===== config.mk =====
export PLATFORM = sky130hd
export DESIGN_NAME = memory_stage
export DESIGN_NICKNAME = d
export VERILOG_FILES = /design/src/rtl/memory_stage.sv
export SDC_FILE = /design/constraint.sdc
export NUM_CORES = 2
export LEC_CHECK = 0
export CAP_MARGIN = 0
export CORE_ASPECT_RATIO = 1.75
export CORE_MARGIN = 3
export CORE_UTILIZATION = 55
export CTS_CLUSTER_SIZE = 28
export DETAILED_ROUTE_END_ITERATION = 12
export PLACE_DENSITY = 0.68
export SLEW_MARGIN = 40
export SYNTH_ARGS = -nofsm -noshare
export SYNTH_HDL_FRONTEND = slang
export SYNTH_SLANG_ARGS = --single-unit

===== constraint.sdc =====
create_clock -name CLK -period 4.1 [get_ports CLK]
set_clock_uncertainty 0.1 [all_clocks]
set_input_delay 0.615 -clock CLK [delete_from_list [all_inputs] [get_ports CLK]]
set_output_delay 0.615 -clock CLK [all_outputs]
set_load 0.03 [all_outputs]

===== src/rtl/memory_stage.sv =====
// Memory stage: EX/MEM pipeline register plus DEPTH-word data memory with combinational read.
// Optional byte access (store lane, sign-extended load) is enabled by defining MEM_BYTE_EN.
module memory_stage #(
  parameter int DEPTH = 64
) (
  input  logic        CLK,
  input  logic        Reset,
  input  logic        RegWriteE,
  input  logic        MemtoRegE,
  input  logic        MemWriteE,
  input  logic [31:0] ALUOutE,
  input  logic [31:0] WriteDataE,
  input  logic [4:0]  WriteRegE,
`ifdef MEM_BYTE_EN
  input  logic        ByteE,
`endif
  input  logic        StallM,
  input  logic        FlushM,
  output logic [31:0] RD,
  output logic [31:0] ALUOutM,
  output logic        RegWriteM,
  output logic        MemtoRegM,
  output logic [4:0]  WriteRegM,
  output logic        MemWriteM
);

  localparam int AW = $clog2(DEPTH);

  logic [31:0]   writeData_r;
  logic [31:0]   mem_r [DEPTH];
  logic [AW-1:0] memIndex_s;
  logic [31:0]   storeWord_s;
  logic [31:0]   readWord_s;
  logic          storeEn_s;
`ifdef MEM_BYTE_EN
  logic          byteM_r;
`endif

  assign memIndex_s = ALUOutM[AW+1:2];
  assign storeEn_s  = MemWriteM & ~StallM;
  assign readWord_s = mem_r[memIndex_s];

  // EX/MEM register: flush clears control bits but still loads data, stall holds everything
  always_ff @(posedge CLK or negedge Reset) begin
    if (!Reset) begin
      ALUOutM     <= 32'd0;
      writeData_r <= 32'd0;
      WriteRegM   <= 5'd0;
      RegWriteM   <= 1'b0;
      MemtoRegM   <= 1'b0;
      MemWriteM   <= 1'b0;
`ifdef MEM_BYTE_EN
      byteM_r     <= 1'b0;
`endif
    end else if (FlushM) begin
      ALUOutM     <= ALUOutE;
      writeData_r <= WriteDataE;
      WriteRegM   <= WriteRegE;
      RegWriteM   <= 1'b0;
      MemtoRegM   <= 1'b0;
      MemWriteM   <= 1'b0;
`ifdef MEM_BYTE_EN
      byteM_r     <= 1'b0;
`endif
    end else if (!StallM) begin
      ALUOutM     <= ALUOutE;
      writeData_r <= WriteDataE;
      WriteRegM   <= WriteRegE;
      RegWriteM   <= RegWriteE;
      MemtoRegM   <= MemtoRegE;
      MemWriteM   <= MemWriteE;
`ifdef MEM_BYTE_EN
      byteM_r     <= ByteE;
`endif
    end
  end

  // Store data: whole word, or one byte lane merged into the current word
  always_comb begin
    storeWord_s = writeData_r;
`ifdef MEM_BYTE_EN
    if (byteM_r) begin
      storeWord_s = readWord_s;
      storeWord_s[{ALUOutM[1:0], 3'b000} +: 8] = writeData_r[7:0];
    end else begin
      storeWord_s = writeData_r;
    end
`endif
  end

  // Data memory: asynchronous clear; a stalled store waits and writes on the first unstalled edge
  always_ff @(posedge CLK or negedge Reset) begin
    if (!Reset) begin
      for (int i = 0; i < DEPTH; i++) begin
        mem_r[i] <= 32'd0;
      end
    end else if (storeEn_s) begin
      mem_r[memIndex_s] <= storeWord_s;
    end
  end

  // Combinational read of the addressed word, independent of MemtoRegM
  always_comb begin
    RD = readWord_s;
`ifdef MEM_BYTE_EN
    if (byteM_r) begin
      RD = {{24{readWord_s[{ALUOutM[1:0], 3'b111}]}}, readWord_s[{ALUOutM[1:0], 3'b000} +: 8]};
    end else begin
      RD = readWord_s;
    end
`endif
  end

endmodule


==> impl_metrics.tcl <==
set metrics [dict create \
    crit_type "flip-flop to output pin" \
    period_minus_slack_ns 4.346 \
    critPathLaunchType "flip-flop" \
    multiInputGateArea_mm2 0.04047 \
    grt_max_degree 149 \
    fillers 12180 \
    grt_first_pass_wirelength_mm 437.4 \
    ys_seq_area_share_pct 56.30 \
    drive_above_1_share_pct 47.56 \
    r2r_cells 10 \
    yosysMostFrequentCell "dfrtp_1" \
    hpwl_mm 181.0 \
    die_w_um 318.9 \
    clk_pin_slew_ns 0.06 \
    syn2layout_area_growth_pct 17.56 \
    r2r_end "mem_r[1367]" \
    total_power_mw 47.13 \
    gp_congestion 0.8795 \
    track_usage_pct 33.06 \
    htree_levels 4 \
    synth.avg_cell_area_um2 13.72 \
    vias 63130 \
    power-per-cell-area_mw_per_mm2 425.5 \
    yosys-top-cells-count "2120 x dfrtp_1, 2072 x mux2_2, 408 x a22oi_1" \
    drc 0 \
    post_drt_wl_per_cell_um 31.73 \
    dp_slack_ns -0.07368 \
    regArea_mm2 0.05312 \
    slowest_stage "nor4b_4" \
    netlist_top_cells_area "dfrtp_1 56%, mux2_2 25%, a22oi_1 3.3%, a221oi_1 2.7%, mux2i_1 2.0%" \
    cpPeakStageDelay_ns 0.51 \
    numCtsBuffers 196 \
    die_h_um 553.6 \
    required_ns 3.38 \
    yosysWarnings 0 \
    start_util_pct 55.46 \
    violations "negative setup slack" \
    grt_pass1_vias 66510 \
    syn-instance-count 6870 \
    holdWs_ns 0.2249 \
    cts_tree "built" \
    holdCritPathClass "input port to asynchronous set/reset pin" \
    clk_path_buf_depth 4 \
    core-area_mm2 0.1699 \
    pin_count 148 \
    finalCritPeriodShare_pct 106.0 \
    max_slew.worst_pin.slew_ns 0.8927 \
    antenna_found_initial 6 \
    rsz0062_at_grt "yes" \
    p_leak_nw 52.20 \
    async_reset_ff_share_pct 100.0 \
    insertion_delay_ns 0.84 \
    endpoint_kind "output pin" \
    path_cells "buf_12 -> buf_4 -> buf_4 -> nor2b_4 -> buf_12 -> buf_12 -> a22oi_2 -> o22ai_1 -> or3_4 -> nor4b_4 -> buf_4 -> nand3_4 -> buf_6" \
    dr.pass1.iters 6 \
    ant_nets 0 \
    fin_nets 7047 \
    slew_headroom_pct 40.49 \
    stdcell_count 9345 \
    yosys_register_bits 2120 \
    netlist_area_mm2 0.09423 \
    viasPerCell 6.755 \
    final_hold_viol_count 0 \
    cts-root-buf "clkbuf_16" \
    vdd_ir_drop_max_mv 0.3544 \
    rr_startpoint "ALUOutM[3]" \
    cp.arrival_ns 3.63 \
    overflow 0 \
    reg2reg_setup_slack_ns 1.01 \
    synth_nets 6946 \
    status "complete, but fails checks" \
    clock_sinks 2120 \
    synth_ff_type "dfrtp_1" \
    cap_viol_max_count 0 \
    drt_iter0_markers 5742 \
    dieArea_mm2 0.1765 \
    synth_top_area_share_pct 56.30 \
    port_buffers 147 \
    ys_types 54 \
    wl_mm 296.5 \
    setup_violations 30 \
    critPathMaxFanout 21 \
    synth_top_area_cell "dfrtp_1" \
    synth_edf_count 0 \
    drv_slew 0 \
    layout_setup_ws_ns -0.2458 \
    dp.cells 8881 \
    clock.fmax_mhz 230.1 \
    fp-row-count 200 \
]
registers in the layout, indices dropped and copies added, names as in the netlist:
signal       count
mem_r         2048
ALUOutM         32
storeWord_s     32
WriteRegM        5
MemWriteM        1
MemtoRegM        1
RegWriteM        1
routing by layer:
layer | track usage, % | wire (µm) | vias to the layer above
li1 | - | - | 25910
met1 | 39.76 | 109500 | 33610
met5 | 0 | 0 | -
met4 | 18.97 | 18910 | 0
met2 | 56.40 | 148200 | 2712
met3 | 5.380 | 19890 | 890
kinds of logic after synthesis:
logic type	Yosys count	share of synthesized area (%)
and+or+nand+nor	357	1.872
DFF	2120	56.30
AOI/OAI and AO/OA	1290	9.996
buffers and inverters	752	3.393
muxes	2351	28.44
how the worst max path moves through the flow:
stage | from | endpoint | slack, ns | cells past startpoint
detailed placement | ALUOutM[3] | RD[4] | -0.07 | 8
finish | ALUOutM[3] | RD[22] | -0.25 | 13
global placement | ALUOutM[3] | RD[22] | -0.30 | 9
global route | ALUOutM[3] | RD[22] | -0.32 | 13
floorplan | ALUOutM[2] | RD[17] | 0.87 | 9
CTS | ALUOutM[3] | RD[22] | -0.25 | 12
stage by stage:
stage	TNS [ns]	utilization [%]	area [µm²]
floorplan	0	-	94230
global placement	-0.4139	58.98	100200
detailed placement	-0.07368	59.05	100300
CTS	-4.145	64.44	109500
global route	-5.112	65.19	110800
finish	-3.672	65.20	110800
worst max-delay path: cells and delay by family, from the launching register on:
| family | cells | cell delay [ns] |
|---|---|---|
| flip-flops | 1 | 0.44 |
| AND/OR/NAND/NOR | 4 | 1.04 |
| AO/OA/AOI/OAI | 2 | 0.24 |
| buffers and inverters | 7 | 1.06 |
repair_timing:
| item | in CTS | in global routing |
|---|---|---|
| gates cloned | 25 | 5 |
| hold endpoints to repair | 183 | 0 |
| setup endpoints to repair | 32 | 32 |
| buffers inserted | 63 | 23 |
| hold buffers | 1 | 0 |
| gates resized for setup | 324 | 191 |
| pin swaps | 60 | 104 |
power breakdown:
group | switching [mW] | leakage, nW | total (mW) | internal, mW
sequential | 0.779 | 29.2 | 22.8 | 22.0
clock | 8.09 | 3.22 | 18.8 | 10.7
combinational | 3.30 | 19.8 | 5.60 | 2.30
cells in the final DEF (no fill, tap or decap), types with 39 or more instances in the layout:
cell	netlist	final
dfrtp_1	2120	2082
mux2_2	2072	2072
a22oi_1	408	368
buf_4	8	289
a221oi_1	291	243
clkbuf_16	0	203
mux2i_1	184	177
o22ai_1	165	147
buf_12	0	138
a21oi_1	171	132
clkdlybuf4s50_1	0	114
nor2_1	122	73
buf_6	6	56
mux4_2	49	49
nor2_4	0	46
a221oi_2	0	46
mux2_1	46	46
clkinv_2	0	44
a22oi_2	0	40
clkbuf_1	403	39
layout make-up:
class                   instances  share of cell area [%]
diodes                          3                0.006777
well taps                    2222                   2.510
inverters                       2                 0.01355
multi-input cells            4005                   36.53
flip-flops and latches       2120                   47.95
clock inverters                72                  0.7681
repair buffers                646                   7.147
clock buffers                 275                   5.077
(Power assumes the default switching activity.)
